[config.mk]
export PLATFORM = sky130hd
export DESIGN_NAME = max1112x_responder
export DESIGN_NICKNAME = d
export VERILOG_FILES = /design/src/rtl/max1112x_responder.sv
export SDC_FILE = /design/constraint.sdc
export NUM_CORES = 1
export LEC_CHECK = 0
export CAP_MARGIN = 10
export CORE_AREA = 5 5 116 85
export CTS_CLUSTER_DIAMETER = 40
export DETAILED_ROUTE_END_ITERATION = 10
export DIE_AREA = 0 0 121 90
export PLACE_DENSITY = 0.84
export SYNTH_ARGS = -nofsm -noshare
export SYNTH_HDL_FRONTEND = slang
export SYNTH_SLANG_ARGS = --single-unit
[constraint.sdc]
create_clock -name clk -period 4.7 [get_ports clk]
set_clock_uncertainty 0.2 [all_clocks]
set_input_delay 0.47 -clock clk [delete_from_list [all_inputs] [get_ports clk]]
set_output_delay 0.47 -clock clk [all_outputs]
set_load 0.01 [all_outputs]
[src/rtl/max1112x_responder.sv]
// max1112x_responder
// SPI responder that behaves like a MAX1112x-family 12-bit ADC. It decodes
// 16-bit command frames on MOSI and returns {channel_id, sample} frames on
// MISO, one frame behind the command that selected the channel. All SPI pins
// are oversampled in the clk domain; sample values come from a parallel port.

module max1112x_responder #(
  parameter int C_channels    = 4,
  parameter int C_sync_stages = 2
) (
  input  logic                      clk,
  input  logic                      reset,
  input  logic                      spi_csn,
  input  logic                      spi_clk,
  input  logic                      spi_mosi,
  output logic                      spi_miso,
  input  logic [C_channels*12-1:0]  sample_data,
  output logic [15:0]               cmd,
  output logic                      cmd_valid,
  output logic                      err_frame,
  output logic [15:0]               frame_count,
  output logic [3:0]                chan
);

  typedef enum logic [1:0] {
    WAIT_HIGH = 2'd0,
    IDLE      = 2'd1,
    FRAME     = 2'd2
  } state_t;

  typedef enum logic {
    MODE_FIXED = 1'b0,
    MODE_AUTO  = 1'b1
  } mode_t;

  // ---------------------------------------------------------------------------
  // Input synchronizers and edge detection
  // ---------------------------------------------------------------------------
  logic [C_sync_stages-1:0] csn_sync;
  logic [C_sync_stages-1:0] sclk_sync;
  logic [C_sync_stages-1:0] mosi_sync;

  logic csn_s;
  logic sclk_s;
  logic mosi_s;

  assign csn_s  = csn_sync[C_sync_stages-1];
  assign sclk_s = sclk_sync[C_sync_stages-1];
  assign mosi_s = mosi_sync[C_sync_stages-1];

  // Synchronizer chains for the three asynchronous SPI inputs.
  always_ff @(posedge clk) begin
    // NOTE: non-blocking assignments make every flop sample the pre-edge value,
    // so the chain really delays by one clk per stage instead of collapsing.
    // The chains reset to 0 so a CSN held low across reset never looks high
    // for a moment and starts a phantom frame.
    if (reset) begin
      csn_sync  <= '0;
      sclk_sync <= '0;
      mosi_sync <= '0;
    end else begin
      csn_sync  <= {csn_sync[C_sync_stages-2:0],  spi_csn};
      sclk_sync <= {sclk_sync[C_sync_stages-2:0], spi_clk};
      mosi_sync <= {mosi_sync[C_sync_stages-2:0], spi_mosi};
    end
  end

  // Edge-detect registers and registered events; level and MOSI stay aligned.
  logic csn_lvl;
  logic sclk_d;
  logic mosi_bit;
  logic csn_fall;
  logic csn_rise;
  logic sclk_rise;
  logic sclk_fall;

  always_ff @(posedge clk) begin
    if (reset) begin
      csn_lvl   <= 1'b0;
      sclk_d    <= 1'b0;
      mosi_bit  <= 1'b0;
      csn_fall  <= 1'b0;
      csn_rise  <= 1'b0;
      sclk_rise <= 1'b0;
      sclk_fall <= 1'b0;
    end else begin
      csn_lvl   <= csn_s;
      sclk_d    <= sclk_s;
      mosi_bit  <= mosi_s;
      csn_fall  <=  csn_lvl & ~csn_s;
      csn_rise  <= ~csn_lvl &  csn_s;
      sclk_rise <= ~sclk_d  &  sclk_s;
      sclk_fall <=  sclk_d  & ~sclk_s;
    end
  end

  // ---------------------------------------------------------------------------
  // Frame datapath helpers
  // ---------------------------------------------------------------------------
  state_t      state;
  mode_t       mode;
  logic [3:0]  limit;
  logic [15:0] tx;
  logic [15:0] rx;
  logic [4:0]  bit_cnt;

  // Sample for the currently selected channel; unimplemented channels read 0.
  logic [11:0] snap_data;

  always_comb begin
    // NOTE: the default assignment before the loop keeps this purely
    // combinational; without it an unmatched chan would infer a latch.
    snap_data = 12'h000;
    for (int i = 0; i < C_channels; i++) begin
      if (chan == 4'(i)) snap_data = sample_data[i*12 +: 12];
    end
  end

  // Receive shift and saturating bit count including a bit that arrives in
  // the same cycle as the frame close, so that bit is counted first.
  logic [15:0] rx_next;
  logic [4:0]  cnt_next;

  always_comb begin
    rx_next  = rx;
    cnt_next = bit_cnt;
    if (sclk_rise) begin
      rx_next = {rx[14:0], mosi_bit};
      if (bit_cnt != 5'd31) cnt_next = bit_cnt + 5'd1;
    end
  end

  // Scan-state update for a good frame carrying rx_next as its command.
  logic [3:0] scan;
  logic [3:0] chsel;
  logic [3:0] chan_next;
  mode_t      mode_next;
  logic [3:0] limit_next;

  assign scan  = rx_next[14:11];
  assign chsel = rx_next[10:7];

  always_comb begin
    mode_next  = mode;
    limit_next = limit;
    if (mode == MODE_AUTO) chan_next = (chan == limit) ? 4'd0 : chan + 4'd1;
    else                   chan_next = chan;
    if (!rx_next[15]) begin
      if (scan == 4'd1) begin
        chan_next = chsel;
        mode_next = MODE_FIXED;
      end else if (scan >= 4'd2) begin
        chan_next  = 4'd0;
        mode_next  = MODE_AUTO;
        limit_next = chsel;
      end
    end
  end

  // ---------------------------------------------------------------------------
  // Frame state machine with registered outputs
  // ---------------------------------------------------------------------------
  // Tracks CSN framing, shifts TX/RX, and closes frames into cmd/chan updates.
  always_ff @(posedge clk) begin
    if (reset) begin
      state       <= WAIT_HIGH;
      mode        <= MODE_FIXED;
      limit       <= 4'd0;
      tx          <= 16'h0000;
      rx          <= 16'h0000;
      bit_cnt     <= 5'd0;
      spi_miso    <= 1'b0;
      cmd         <= 16'h0000;
      cmd_valid   <= 1'b0;
      err_frame   <= 1'b0;
      frame_count <= 16'h0000;
      chan        <= 4'd0;
    end else begin
      cmd_valid <= 1'b0;
      err_frame <= 1'b0;
      case (state)
        WAIT_HIGH: begin
          spi_miso <= 1'b0;
          if (csn_lvl) state <= IDLE;
        end

        IDLE: begin
          spi_miso <= 1'b0;
          if (csn_fall) begin
            state    <= FRAME;
            tx       <= {chan, snap_data};
            rx       <= 16'h0000;
            bit_cnt  <= 5'd0;
            spi_miso <= chan[3];
          end
        end

        FRAME: begin
          rx      <= rx_next;
          bit_cnt <= cnt_next;
          if (csn_rise) begin
            state    <= IDLE;
            spi_miso <= 1'b0;
            if (cnt_next == 5'd16) begin
              cmd         <= rx_next;
              cmd_valid   <= 1'b1;
              frame_count <= frame_count + 16'd1;
              chan        <= chan_next;
              mode        <= mode_next;
              limit       <= limit_next;
            end else begin
              err_frame <= 1'b1;
            end
          end else if (sclk_fall) begin
            tx       <= {tx[14:0], 1'b0};
            spi_miso <= tx[14];
          end
        end

        default: begin
          state    <= WAIT_HIGH;
          spi_miso <= 1'b0;
        end
      endcase
    end
  end

endmodule

# After elaboration in Yosys (flattened, before gate mapping)
# Cells that the tools add are included.
# word_totals
output_inout_bits	39
in_bits	53
ff_bits	95
# classes
n_reduce_logical	11
n_lt_le_gt_ge	1
n_mux	32
bitwise	12
eq_ne	15
n_addsub	3
# ops
operator	count
$mux 12	4
$mux 15	3
$mux 16	2
$pmux 16 s2	1
$pmux 15 s2	1
$mux 4	5
$add 16x1->16 const B	1
$mux 5	3
$ne 2x2->1 const B	5
$pmux 5 s2	1
$eq 4x1->1 const B	2
$eq 4x2->1 const B	2
$not 1->1	8
$mux 1	7
$mux 2	3
$pmux 2 s3	1
$reduce_and 3->1	2
$reduce_and 6->1	1
$add 5x1->5 const B	1
$eq 5x5->1 const B	1
$ne 5x5->1 const B	1
$reduce_and 5->1	1
$add 4x1->4 const B	1
$and 1x1->1	4
other kinds (12)	13

# Logic depth before layout (Yosys ltp)
# logic_depth
depth_word	7
mapped_depth	10

# Worst setup path before layout
# No wires, ideal clock.
# synth_timing
kind	reg2reg
startpoint	reg bit_cnt[0]
endpoint	reg frame_count[15]
slack_ns	2.253
synth_period_minus_slack_ns	2.447
setup_time_ns	0.123
arrival_ns	2.123
stages_incl_launch_ff	9
path_cell_list	dfxtp_1 -> ha_1 -> nand4_1 -> nand3_2 -> o2111ai_4 -> or2_1 -> buf_6 -> nor4_4 -> mux2_1
# synth_via
elab_chain_cells	5
# synth_lines
item	line_no	source
start, declared	105	logic [4:0] bit_cnt;
start signal, assigned	200	bit_cnt <= cnt_next;
$add 5x1->5 or $ne 5x5->1 (tied branches)	129	if (bit_cnt != 5'd31) cnt_next = bit_cnt + 5'd1;
$mux 5	129	
$mux 5 *	127	if (sclk_rise) begin
$eq 5x5->1 *	204	if (cnt_next == 5'd16) begin
$reduce_and 3->1 (no line) *	-	
end signal, assigned	207	frame_count <= frame_count + 16'd1;
end, declared	21	output logic [15:0] frame_count,
# Mark *: on every way between the ends. The rest lies on a longest branch, timed or not.
# A chain may end at the register's enable or synchronous reset.

# Worst setup path after layout
# layout_timing
startpoint	reg state[0]
endpoint	reg frame_count[15]
# layout_via
elab_chain_cells	2
# layout_lines
item	line_no	source
start, declared	100	state_t state;
start signal, assigned	166	state <= WAIT_HIGH;
start signal, assigned	184	if (csn_lvl) state <= IDLE;
start signal, assigned	190	state <= FRAME;
$eq 2x2->1	181	case (state)
$reduce_and 3->1 (no line)	-	
# Every way passes these cells.

==> run summary <==
The run finished with clean final reports. Counting every instance in the synthesized netlist gives 551. The count of buffers inserted at the top-level ports is 91. The largest net degree at the start of global routing was 64.

Clock tree synthesis selected as its root buffer the cell clkbuf_16. The logs give 0.420 mW for the switching power of the nets and 1.46 ns for the setup slack after layout. The top cell types in the final layout, fill and taps aside, are 95 x dfxtp_1, 90 x clkdlybuf4s50_1, 68 x nor2_1. Of the total power, the share spent switching nets is 23.6%. The run gives 19200 um as the wire length of the first global-routing pass. The number of buffers inserted during clock tree synthesis was 9; the number of rows in the core area was 29.

The tools report the number of setup violations in the final report as 0. The dominant synthesized flop cell is dfxtp_1. The number of maximum-capacitance violations came out at 0.

The die is 90 um tall. The worst-margin pin slew is 1.15 ns, and the residual DRC count is 0. The tools report the element type at the critical path start as a register. Counting flops and latches in the post-synthesis netlist gives 95.

Measured against its own limit, the worst slew margin works out to 23.2%. For this block, the initial DRC count from the detailed router was 421. The H-tree generated during clock tree synthesis spans 3 levels. OpenSTA, run right after detailed placement, puts the worst setup slack at 1.52 ns. The mean cell area of the mapped netlist was 8.45 sq um; the clock slew seen by the registers of the worst setup and hold paths was 0.06 ns. Once the clock tree was built, the setup fixing pass inserted 0 buffers. During I/O placement, the number of pins put on the boundary was 92. Once the floorplan was initialized, standard cells occupied 53.3% of the core. For this design the ratio of total power to cell area is 303 nW/um^2. The worst hold-check slack is 0.204 ns.

The number of different library cells used by synthesis comes to 57. The finished cells cover 5870 sq um. In this run the static leakage power is 2.03 nW. Net count of the finished layout: 677. The run gives 11600 um as the total detailed-routing wirelength. Setup repair after global routing left no endpoint under its margin. For the post-cts gate resize count, the log shows 0. The kind of end point of the critical path is a register. The clock reaches the later pin of the worst-skew pair after 0.34 ns. The longest clock path from root to sink contains 2 buffers. After filler insertion, the fill cell instance count of the layout stands at 709. The share of total power dissipated in the clock network is 42.2%. The total overflow left after global routing is 0.

Global routing used 21.2% of the available tracks. The detailed-router iteration count before antenna repair was 5; the post-synthesis instance area was 4660 sq um. The die covers 10900 sq um. TritonCTS built the clock tree. Once placement finished, the instance area stood at 5550 sq um. The tools report the final hold violation count as 0. The area added between synthesis and finish came out at 25.9%. The highest fanout seen on the critical path works out to 25. Leaving out fill and tap cells, the most frequent cell in the layout is dfxtp_1. The core region is 8740 sq um. The critical path in this run is classified as register to register. The net count after synthesis is 614, and the number of warnings reported in the yosys synthesis log is 0. The remaining antenna violation count after routing was 0.

0 antenna diodes ended up in the layout. The number of antenna violations at the first check in global routing is 0. Cell internal power was estimated by the tool at 1.36 mW.

Fraction of final layout cells with drive strength greater than 1: 5.65%. Dividing the detail-routed via count by the number of cells gives 5.67. For the final routed database, the setup TNS stands at 0 ns.

Detailed routing inserted a total of 4213 vias. The run gives 3913 as the via count of the first global-routing pass. After layout, the minimum clock period comes to 3.24 ns. The worst path uses 68.9% of the clock period.

The synthesized design contains 0 enable-type register cells. The HPWL after detailed placement is 8150 um. The maximum clock frequency was 309 MHz. Overall power consumption after layout is estimated at 1.78 mW. The tools report the proportion of power drawn by flip-flops and latches as 46.6%. The logs give 40.8% for the sequential cell area fraction in the yosys report and 0 for the final max-slew violation count. Worst hold path class: register to register. The worst voltage drop across the vdd grid was 0.233 mV; the relative contribution of combinational cells to total power was 11.1%. For this run, asynchronously set or reset flops after synthesis account for 0%.

Clock tree synthesis found a total of 95 sinks. Dividing the detail-routed wire length by the instance count gives 15.6 um. For this design, the CTS-stage hold fixing added 0 buffers. STA puts the critical path data arrival time at 3.27 ns. The floorplan step set the die width to 121 um. The worst endpoint required time was 4.73 ns; the last weighted congestion value of the routability-driven placer was 0.808.
-- flip-flops by register name (all words and copies together) (netlist names) --
register     count
frame_count     16
csn_lvl          1
sclk_rise        1
rx              16
limit            4
sclk_fall        1
csn_rise         1
spi_miso         1
mosi_bit         1
sclk_sync        2
mosi_sync        2
sclk_d           1
tx              15
mode             1
err_frame        1
csn_fall         1
bit_cnt          5
cmd             16
chan             4
csn_sync         2
state            2
cmd_valid        1
-- routing by layer --
| layer | GRT usage, % | share of wire [%] | wire length (um) |
|---|---|---|---|
| met4 | 5.66 | 1.1 | 127 |
| met1 | 28.8 | 46 | 5320 |
| met3 | 5.77 | 5.3 | 617 |
| met5 | 0 | 0 | 0 |
| met2 | 33.3 | 48 | 5540 |
-- through the flow --
| step | utilization (%) | cells |
|---|---|---|
| final | 67.1 | 743 |
| after global routing | 67.1 | 743 |
| after CTS | 67.1 | 743 |
| after detailed placement | 63.5 | 727 |
| after global placement | 63.5 | 727 |
| after floorplan | - | 551 |
-- layout make-up --
cell class              count  area, sq um  share of cell area (%)
repair buffers             94          928                    15.8
well taps                 124          155                    2.65
clock inverters             2         37.5                   0.640
inverters                  13         48.8                   0.832
multi-input cells         401         2520                    43.0
clock buffers              14          274                    4.67
flip-flops and latches     95         1900                    32.4
-- path summary, 6_finish.rpt --
kind              startpoint         endpoint  slack, ns  cells after the start
setup / recovery    state[0]  frame_count[15]       1.46                      7
hold / removal        sclk_d        sclk_rise       0.20                      1
setup reg to reg    state[0]  frame_count[15]       1.46                      7
hold reg to reg       sclk_d        sclk_rise       0.20                      1
-- critical path, stage by stage, from the launching register on --
cell      delay [ns]
dfxtp_1         0.34
inv_1           0.09
ha_1            0.72
nand2_1         0.22
o21bai_1        0.49
or2_1           0.45
nor4_4          0.28
mux2_1          0.34
-- synthesized netlist by cell type, types with 2 or more instances --
cell type  instances  area, sq um
dfxtp_1           95         1900
nor2_1            69          259
nand2_1           60          225
a22oi_1           29          218
o21ai_0           29          145
clkbuf_1          27          101
a211oi_1          23          173
a21oi_1           23          115
mux2i_1           21          210
xnor2_1           16          140
nor2b_1           15         93.8
and3_1            14         87.6
inv_1             13         48.8
o22ai_1           13         81.3
buf_2             11         55.1
nand4_1           11         68.8
ha_1              10          125
nor4_1             9         56.3
nor3_1             6         30.0
nand3_1            5         25.0
nand2b_1           4         25.0
nor3b_1            4         30.0
o32ai_1            4         35.0
buf_4              3         22.5
a21o_1             2         15.0
mux2_2             2         22.5
nand4b_1           2         17.5
o21a_1             2         15.0
-- power by group through the flow --
stage | combinational, mW | clock (mW) | sequential (mW)
CTS | 0.197 | 0.766 | 0.830
global route | 0.218 | 0.804 | 0.831
floorplan | 0.128 | 0 | 0.845
global placement | 0.190 | 0 | 0.847
detailed placement | 0.195 | 0 | 0.847
finish | 0.198 | 0.752 | 0.830
-- cells by family after synthesis --
group,count (synthesis),synth area share [%]
XOR/XNOR,18,3.55
multiplexers,24,5.24
AND/OR/NAND/NOR,210,22.1
flip-flops,95,40.8
adder cells (fa/ha/maj),10,2.69
AO/OA/AOI/OAI,139,20.5
buffers and inverters,55,5.13
Note: power is estimated with default switching activity, not from simulation.
